==> config.mk <==
export PLATFORM = sky130hd
export DESIGN_NAME = imm_gen_pipe
export DESIGN_NICKNAME = d
export VERILOG_FILES = /design/src/rtl/imm_gen_pipe.sv
export SDC_FILE = /design/constraint.sdc
export NUM_CORES = 1
export LEC_CHECK = 0
export CAP_MARGIN = 20
export CORE_AREA = 5 5 121 94
export CTS_BUF_LIST = sky130_fd_sc_hd__clkbuf_4
export DETAILED_ROUTE_END_ITERATION = 7
export DIE_AREA = 0 0 126 99
export GPL_TIMING_DRIVEN = 0
export PLACE_DENSITY = 0.84
export SLEW_MARGIN = 20
export SYNTH_ARGS = -nofsm -noshare
export SYNTH_HDL_FRONTEND = slang
export SYNTH_SLANG_ARGS = --single-unit
==> constraint.sdc <==
create_clock -name clk -period 6.67 [get_ports clk]
set_input_delay 1.334 -clock clk [delete_from_list [all_inputs] [get_ports clk]]
set_output_delay 1.334 -clock clk [all_outputs]
set_load 0.01 [all_outputs]
==> src/rtl/imm_gen_pipe.sv <==
// RV immediate generator with a 2-entry output buffer.
// Decodes I/S/B/U/J immediates and counts unsupported opcodes.
module imm_gen_pipe #(
    parameter int XLEN  = 64,
    parameter int CNT_W = 16
) (
    input  logic             clk,
    input  logic             rst_n,
    input  logic             in_valid,
    output logic             in_ready,
    input  logic [31:0]      instruction,
    output logic             out_valid,
    input  logic             out_ready,
    output logic [XLEN-1:0]  out_imm,
    output logic [2:0]       out_fmt,
    output logic             out_illegal,
    input  logic             clr_cnt,
    output logic [CNT_W-1:0] illegal_cnt
);

    localparam logic [2:0] FMT_NONE = 3'd0;
    localparam logic [2:0] FMT_I    = 3'd1;
    localparam logic [2:0] FMT_S    = 3'd2;
    localparam logic [2:0] FMT_B    = 3'd3;
    localparam logic [2:0] FMT_U    = 3'd4;
    localparam logic [2:0] FMT_J    = 3'd5;

    typedef struct packed {
        logic [XLEN-1:0] imm;
        logic [2:0]      fmt;
        logic            illegal;
    } entry_t;

    entry_t     dec;
    entry_t     mem [2];
    logic       wr_ptr;
    logic       rd_ptr;
    logic [1:0] count;
    logic       push;
    logic       pop;
    logic [6:0] opcode;

    assign opcode = instruction[6:0];

    always_comb begin
        dec.fmt     = FMT_NONE;
        dec.illegal = 1'b0;
        unique case (opcode)
            7'b0000011,
            7'b0010011,
            7'b0011011,
            7'b1100111: dec.fmt = FMT_I;
            7'b0100011: dec.fmt = FMT_S;
            7'b1100011: dec.fmt = FMT_B;
            7'b0110111,
            7'b0010111: dec.fmt = FMT_U;
            7'b1101111: dec.fmt = FMT_J;
            7'b0110011,
            7'b0111011,
            7'b1110011,
            7'b0001111: dec.fmt = FMT_NONE;
            default:    dec.illegal = 1'b1;
        endcase
    end

    // Fill with the sign bit, then overwrite the low bits per format.
    always_comb begin
        dec.imm = '0;
        unique case (dec.fmt)
            FMT_I: begin
                dec.imm = {XLEN{instruction[31]}};
                dec.imm[11:0] = instruction[31:20];
            end
            FMT_S: begin
                dec.imm = {XLEN{instruction[31]}};
                dec.imm[11:0] = {instruction[31:25], instruction[11:7]};
            end
            FMT_B: begin
                dec.imm = {XLEN{instruction[31]}};
                dec.imm[12:0] = {instruction[31], instruction[7],
                                 instruction[30:25], instruction[11:8],
                                 1'b0};
            end
            FMT_U: begin
                dec.imm = {XLEN{instruction[31]}};
                dec.imm[31:0] = {instruction[31:12], 12'b0};
            end
            FMT_J: begin
                dec.imm = {XLEN{instruction[31]}};
                dec.imm[20:0] = {instruction[31], instruction[19:12],
                                 instruction[20], instruction[30:21],
                                 1'b0};
            end
            default: dec.imm = '0;
        endcase
    end

    assign in_ready  = (count != 2'd2);
    assign out_valid = (count != 2'd0);
    assign push      = in_valid & in_ready;
    assign pop       = out_valid & out_ready;

    assign out_imm     = mem[rd_ptr].imm;
    assign out_fmt     = mem[rd_ptr].fmt;
    assign out_illegal = mem[rd_ptr].illegal;

    always_ff @(posedge clk or negedge rst_n) begin
        if (!rst_n) begin
            wr_ptr <= 1'b0;
            rd_ptr <= 1'b0;
            count  <= 2'd0;
            for (int i = 0; i < 2; i++) begin
                mem[i] <= '0;
            end
        end else begin
            if (push) begin
                mem[wr_ptr] <= dec;
                wr_ptr      <= ~wr_ptr;
            end
            if (pop) begin
                rd_ptr <= ~rd_ptr;
            end
            unique case ({push, pop})
                2'b10:   count <= count + 2'd1;
                2'b01:   count <= count - 2'd1;
                default: count <= count;
            endcase
        end
    end

    always_ff @(posedge clk or negedge rst_n) begin
        if (!rst_n) begin
            illegal_cnt <= '0;
        end else if (clr_cnt) begin
            illegal_cnt <= '0;
        end else if (push && dec.illegal && (illegal_cnt != '1)) begin
            illegal_cnt <= illegal_cnt + CNT_W'(1);
        end
    end

endmodule

== Yosys cells after proc, flatten, opt, wreduce, memory -nomap -nowiden ==
Cells that the tools add are included.
Operators by class
  $add $sub $neg: 3
  multiply operators: 0
  div/mod/pow operators: 0
  magnitude comparators: 3
  equality and inequality tests: 22
  shift-type cells: 0
  multiplexer cells: 12
  bitwise operators: 6
  reduce and logical (&&, ||, !) cells: 9
Operators with widths (count)
  $pmux W64 S5: 1
  $mux W68: 4
  $bwmux W136: 1
  $demux W68 S1: 1
  $mux W16: 2
  $eq A7 B6 Y1 const B: 4
  $eq A7 B7 Y1 const B: 4
  $eq A7 B5 Y1 const B: 3
  $add A16 B1 Y16 const B: 1
  $ne A16 B16 Y1 const B: 1
  $pmux W3 S5: 1
  $reduce_or A13 Y1: 1
  $eq A7 B2 Y1 const B: 1
  $eq A7 B4 Y1 const B: 1
  $eq A3 B2 Y1 const B: 2
  $eq A3 B3 Y1 const B: 2
  $reduce_bool A2 Y1: 3
  $ge A2 B2 Y1 const B: 2
  $not A1 Y2: 2
  $pmux W2 S2: 1
  $reduce_or A4 Y1: 1
  $eq A3 B1 Y1 const B: 1
  $logic_and A1 B1 Y1: 3
  $add A2 B1 Y2 const B: 1
  other kinds (9): 11
Word-level totals
  flip-flop bits (word level): 156
  latch bits: 0
  RAM bits: 0
  ROM bits: 0
  output and inout port bits: 86
  word-level logic and storage cells: 65
  memories kept: 0

== Depth between registers and ports, before layout ==
  word-level depth: 7
  mapped depth: 10
  depth with buffers taken out: 9

== Least setup slack after synthesis ==
No wires, ideal clock.
  kind: input -> register
  start: input instruction[6]
  end: register mem[26] (netlist bit)
  data arrival time: 3.867 ns
  data required time: 6.604 ns
  slack: 2.736 ns
  stages on the path: 10
  path through: or3b_1 > a211oi_2 > inv_2 > ha_1 > maj3_1 > o21ba_2 > buf_6 > a2111oi_4 > buf_4 > a221o_1
Between the ends
  longest elaborated chain between the ends: 6
Ends and longest elaborated chain
  from (decl): RTL line 11  | input logic [31:0] instruction,
  $eq A7 B2 Y1, or another cell as far along: RTL line 48  | unique case (opcode)
  $reduce_or A4 Y1 or $reduce_or A2 Y1 (tied branches): RTL line 48
  $pmux W3 S5 (*): RTL line 48
  $eq A3 B3 Y1, or another cell as far along: RTL line 69  | unique case (dec.fmt)
  $pmux W64 S5 (*): RTL line 69
  $bwmux W136 (*): RTL line 117  | mem[wr_ptr] <= dec;
  to (signal, indexed assignment): RTL line 113  | mem[i] <= '0;
  to (signal, indexed assignment): RTL line 117
  to (decl): RTL line 35  | entry_t mem [2];
Mark *: on every way between the ends. The rest lies on a longest branch, timed or not.
A chain may end at the register's enable or synchronous reset.

== Worst setup path after layout ==
  start: input instruction[3]
  end: register mem[98] (netlist bit)
The elaborated chain is that of the path after synthesis.

==> metrics.log <==
[metrics] number of synthesized register bits: 92
[metrics] number of nets with antenna violations after detailed routing: 0
[metrics] class of the worst hold path: flip-flop to flip-flop
[metrics] final routed wire length divided by cell count: 18.9 um
[metrics] effective utilization at floorplan: 0.487
[metrics] number of flops mapped to enable cells by yosys: 0
[metrics] met3 routing resource usage after global routing: 0.0823
[metrics] net count of the finished layout: 634
[metrics] RSZ-0062 raised after global routing: no
[metrics] crit-path cells: clkdlybuf4s50_1 > or3b_1 > a211oi_2 > inv_2 > ha_1 > o31ai_1 > nor3_1 > buf_2 > a221o_1
[metrics] largest net degree at the start of global routing: ~50
[metrics] final wirelength: 13900 um
[metrics] utilization after layout: 0.640
[metrics] Crit-path slowest cell: sky130_fd_sc_hd__o31ai_1
[metrics] Area growth syn-to-layout: 31.5%
[metrics] TritonCTS clock tree: yes
[metrics] vias in the first global route: between 4000 and 5000
[metrics] hold bufs inserted after CTS: 0
[metrics] number of buffers created by CTS: 9
[metrics] global-route wire length before repair: 22300 um
[metrics] Leakage Power: 2.77 nW
[metrics] Max stage delay on crit path: 0.87 ns
[metrics] Pwr per Cell Area: 247 mW/mm2
[metrics] sequential-to-total area share from yosys stat: 0.469
[metrics] Req. time, crit path: between 7 and 8 ns
[metrics] root buf cell: sky130_fd_sc_hd__clkbuf_4
[metrics] count of vias placed by the detailed router: 4287
[metrics] Finish-stage setup viols: 0
[metrics] die area: between 0.01 and 0.015 mm2
[metrics] post-route minimum period: 4.86 ns
[metrics] number of filler instances in the final layout: 782
[metrics] Unique masters post-synth: slightly below 60
[metrics] top library cells by usage in the layout, fill and taps aside: sky130_fd_sc_hd__clkdlybuf4s50_1 (121), sky130_fd_sc_hd__dfrtp_1 (92), sky130_fd_sc_hd__mux2_2 (45)
[metrics] share of final-layout standard cells stronger than drive strength 1: 0.195
[metrics] total core area: about 0.01 mm2
[metrics] clock tree skew after final layout: between 0.02 and 0.025 ns
[metrics] clock input transition at the sequential cells of the worst setup and hold paths: roughly 0.14 ns
[metrics] die span in y: 99 um
[metrics] Finished Layout Cells: 735
[metrics] # H-tree levels: 3
[metrics] dominant delay contributor by cell family on the critical path: compound AO/OA/AOI/OAI gates
[metrics] max-cap check violation count: 0
[metrics] number of vias per cell: 5.83
[metrics] count of yosys warnings during synthesis: 0
[metrics] placer congestion estimate: 0.955
[metrics] total negative setup slack: 0 ns
[metrics] Least-Margin Pin Slew: between 1 and 1.5 ns
[metrics] final antenna diode count: 0
[metrics] critical path capture point type: flip-flop
[metrics] row count: 32
[metrics] total grt overflow: 0
[metrics] all-layer global routing usage: 0.222
[metrics] share of synthesized registers carrying an async set or reset: 1.00
[metrics] element type at the critical path start: primary input
[metrics] outcome: finished clean
[metrics] sequential cell area: 0.00230 mm2
[metrics] count of routing violations after the opening detailed-route iteration: 283
[metrics] Pre-Repair DR Iteration Count: 5
[metrics] combined area of the multi-input logic cells: around 0.0022 mm2
[metrics] Peak Freq: 0.206 GHz
[metrics] Num Clock Sinks: roughly 90
[metrics] count of mapped cells out of synthesis: 460
[metrics] number of antenna violations at the first check in global routing: 0
[metrics] Die X-Extent: 126 um
[metrics] worst supply voltage drop on vdd: 0.193 mV
[metrics] Fin. Hold Viols: 0
[metrics] setup fix buffers added after clock tree synthesis: 0
[metrics] Bufs on Longest Clock Path: 2
[metrics] global route hottest layer: met2
[metrics] CP Buf/Inv Count: 3
[metrics] max-slew headroom at the worst pin: 0.317
[metrics] Worst-Skew Late Latency: 0.47 ns
[metrics] Inst Count DP: 719
[metrics] ratio of final minimum period to clock period: 0.728
[metrics] arrival time worst endpoint: 5.19 ns
[metrics] post-synthesis instance area: 0.00491 mm2
[metrics] post-cts sizing count: 0
[metrics] Syn Area/Cell: 10.7 um2
[metrics] commonest non-fill, non-tap cell in the layout: sky130_fd_sc_hd__clkdlybuf4s50_1
[metrics] post-detail-place hpwl: between 10000 and 15000 um
[metrics] crit path max fanout: 10
[metrics] I/O Buffers: 122
[metrics] type of the setup path with the least slack: primary input to flip-flop
[metrics] met1 Usage GRT: 0.295
[metrics] count of unresolved DRC violations after routing: 0
[metrics] number of primary I/O pins: between 100 and 150
[metrics] net count after synthesis: 500
[metrics] setup slack of the most critical reg-to-reg path: 3.89 ns
[metrics] Pins Over Slew Limit: 0
[metrics] post-layout instance area: around 0.0065 mm2
[metrics] Main synth FF type: sky130_fd_sc_hd__dfrtp_1
[metrics] met2 capacity usage during global routing: 0.340
[metrics] post-place instance area: 0.00633 mm2
-- final timing paths --
path | from | endpoint | cells after the start
setup / recovery | instruction[3] | mem[98]$_DFFE_PN0P_ | 9
hold / removal | mem[70]$_DFFE_PN0P_ | mem[70]$_DFFE_PN0P_ | 2
setup reg to reg | count[1]$_DFFE_PN0P_ | mem[98]$_DFFE_PN0P_ | 6
hold reg to reg | mem[70]$_DFFE_PN0P_ | mem[70]$_DFFE_PN0P_ | 2
max in group asynchronous | rst_n | mem[98]$_DFFE_PN0P_ | 2
min in group asynchronous | rst_n | illegal_cnt[0]$_DFFE_PN0P_ | 1
-- cell type report --
class                      count  area share
clock buffer                  10      0.0116
multi-input combinational    301       0.344
clock inverter                 6     0.00853
buffer                        55      0.0529
tap                          136      0.0264
inverter                      12     0.00698
timing repair buffer         123       0.193
sequential                    92       0.357
-- cells in the mapped netlist (4+ instances only) --
| library cell | instances | area share |
|---|---|---|
| sky130_fd_sc_hd__nor3_1 | 5 | 0.0051 |
| sky130_fd_sc_hd__or3_1 | 4 | 0.0051 |
| sky130_fd_sc_hd__a221o_1 | 13 | 0.027 |
| sky130_fd_sc_hd__a21oi_1 | 12 | 0.012 |
| sky130_fd_sc_hd__mux2_2 | 45 | 0.10 |
| sky130_fd_sc_hd__nand2_1 | 38 | 0.029 |
| sky130_fd_sc_hd__and2_1 | 4 | 0.0051 |
| sky130_fd_sc_hd__nand3_1 | 9 | 0.0092 |
| sky130_fd_sc_hd__buf_4 | 33 | 0.050 |
| sky130_fd_sc_hd__or4_1 | 5 | 0.0076 |
| sky130_fd_sc_hd__nor2b_1 | 7 | 0.0089 |
| sky130_fd_sc_hd__inv_1 | 10 | 0.0076 |
| sky130_fd_sc_hd__o31ai_1 | 8 | 0.012 |
| sky130_fd_sc_hd__nor2_1 | 39 | 0.030 |
| sky130_fd_sc_hd__o21ai_0 | 11 | 0.011 |
| sky130_fd_sc_hd__dfrtp_1 | 92 | 0.47 |
| sky130_fd_sc_hd__and3_1 | 5 | 0.0064 |
| sky130_fd_sc_hd__o221ai_1 | 8 | 0.014 |
| sky130_fd_sc_hd__a211oi_1 | 16 | 0.024 |
| sky130_fd_sc_hd__a221o_2 | 9 | 0.021 |
| sky130_fd_sc_hd__a211oi_2 | 4 | 0.010 |
| sky130_fd_sc_hd__clkbuf_1 | 18 | 0.014 |
| sky130_fd_sc_hd__a22o_1 | 12 | 0.021 |
-- through the flow --
stage          total power, mW  setup slack, ns  hold slack, ns
2_1_floorplan             1.03             2.74           0.444
3_3_place_gp              1.27             1.07           0.455
3_5_place_dp              1.30             1.44           0.470
4_1_cts                   1.60             1.92           0.503
5_1_grt                   1.68             1.63           0.537
6_report                  1.59             1.81           0.502
-- per-layer routing --
metal / part of all wire / routed length, um
met4: 0.020 / 284
met2: 0.46 / 6440
met1: 0.42 / 5870
met3: 0.092 / 1270
met5: 0 / 0
-- worst min-delay path: cells and delay by family (launching register included) --
family           cells  cell delay [ns]
AND/OR/NAND/NOR      1             0.05
AO/OA/AOI/OAI        1             0.06
flip-flops           1             0.37
-- state kept, by name, indices dropped and copies added, names as in the netlist --
| signal | count |
|---|---|
| rd_ptr | 1 |
| mem | 72 |
| wr_ptr | 1 |
| count | 2 |
| illegal_cnt | 16 |
-- report_power, final --
| part | switching, mW | total, mW | internal, mW |
|---|---|---|---|
| registers | 0.0444 | 0.680 | 0.635 |
| clock network | 0.188 | 0.303 | 0.115 |
| logic | 0.334 | 0.610 | 0.276 |
-- kinds of logic (layout without fill, tap and decap cells) --
kind of cell             after synthesis  in the layout  synth area share
AO/OA/AOI/OAI                        106            106             0.180
multiplexers                          47             47             0.107
AND/OR/NAND/NOR                      140            140             0.148
buffers and inverters                 67            206            0.0787
XOR/XNOR                               4              4           0.00714
flip-flops                            92             92             0.469
adder cells (fa/ha/maj)                4              4           0.00968
Note: power is estimated with default switching activity, not from simulation.
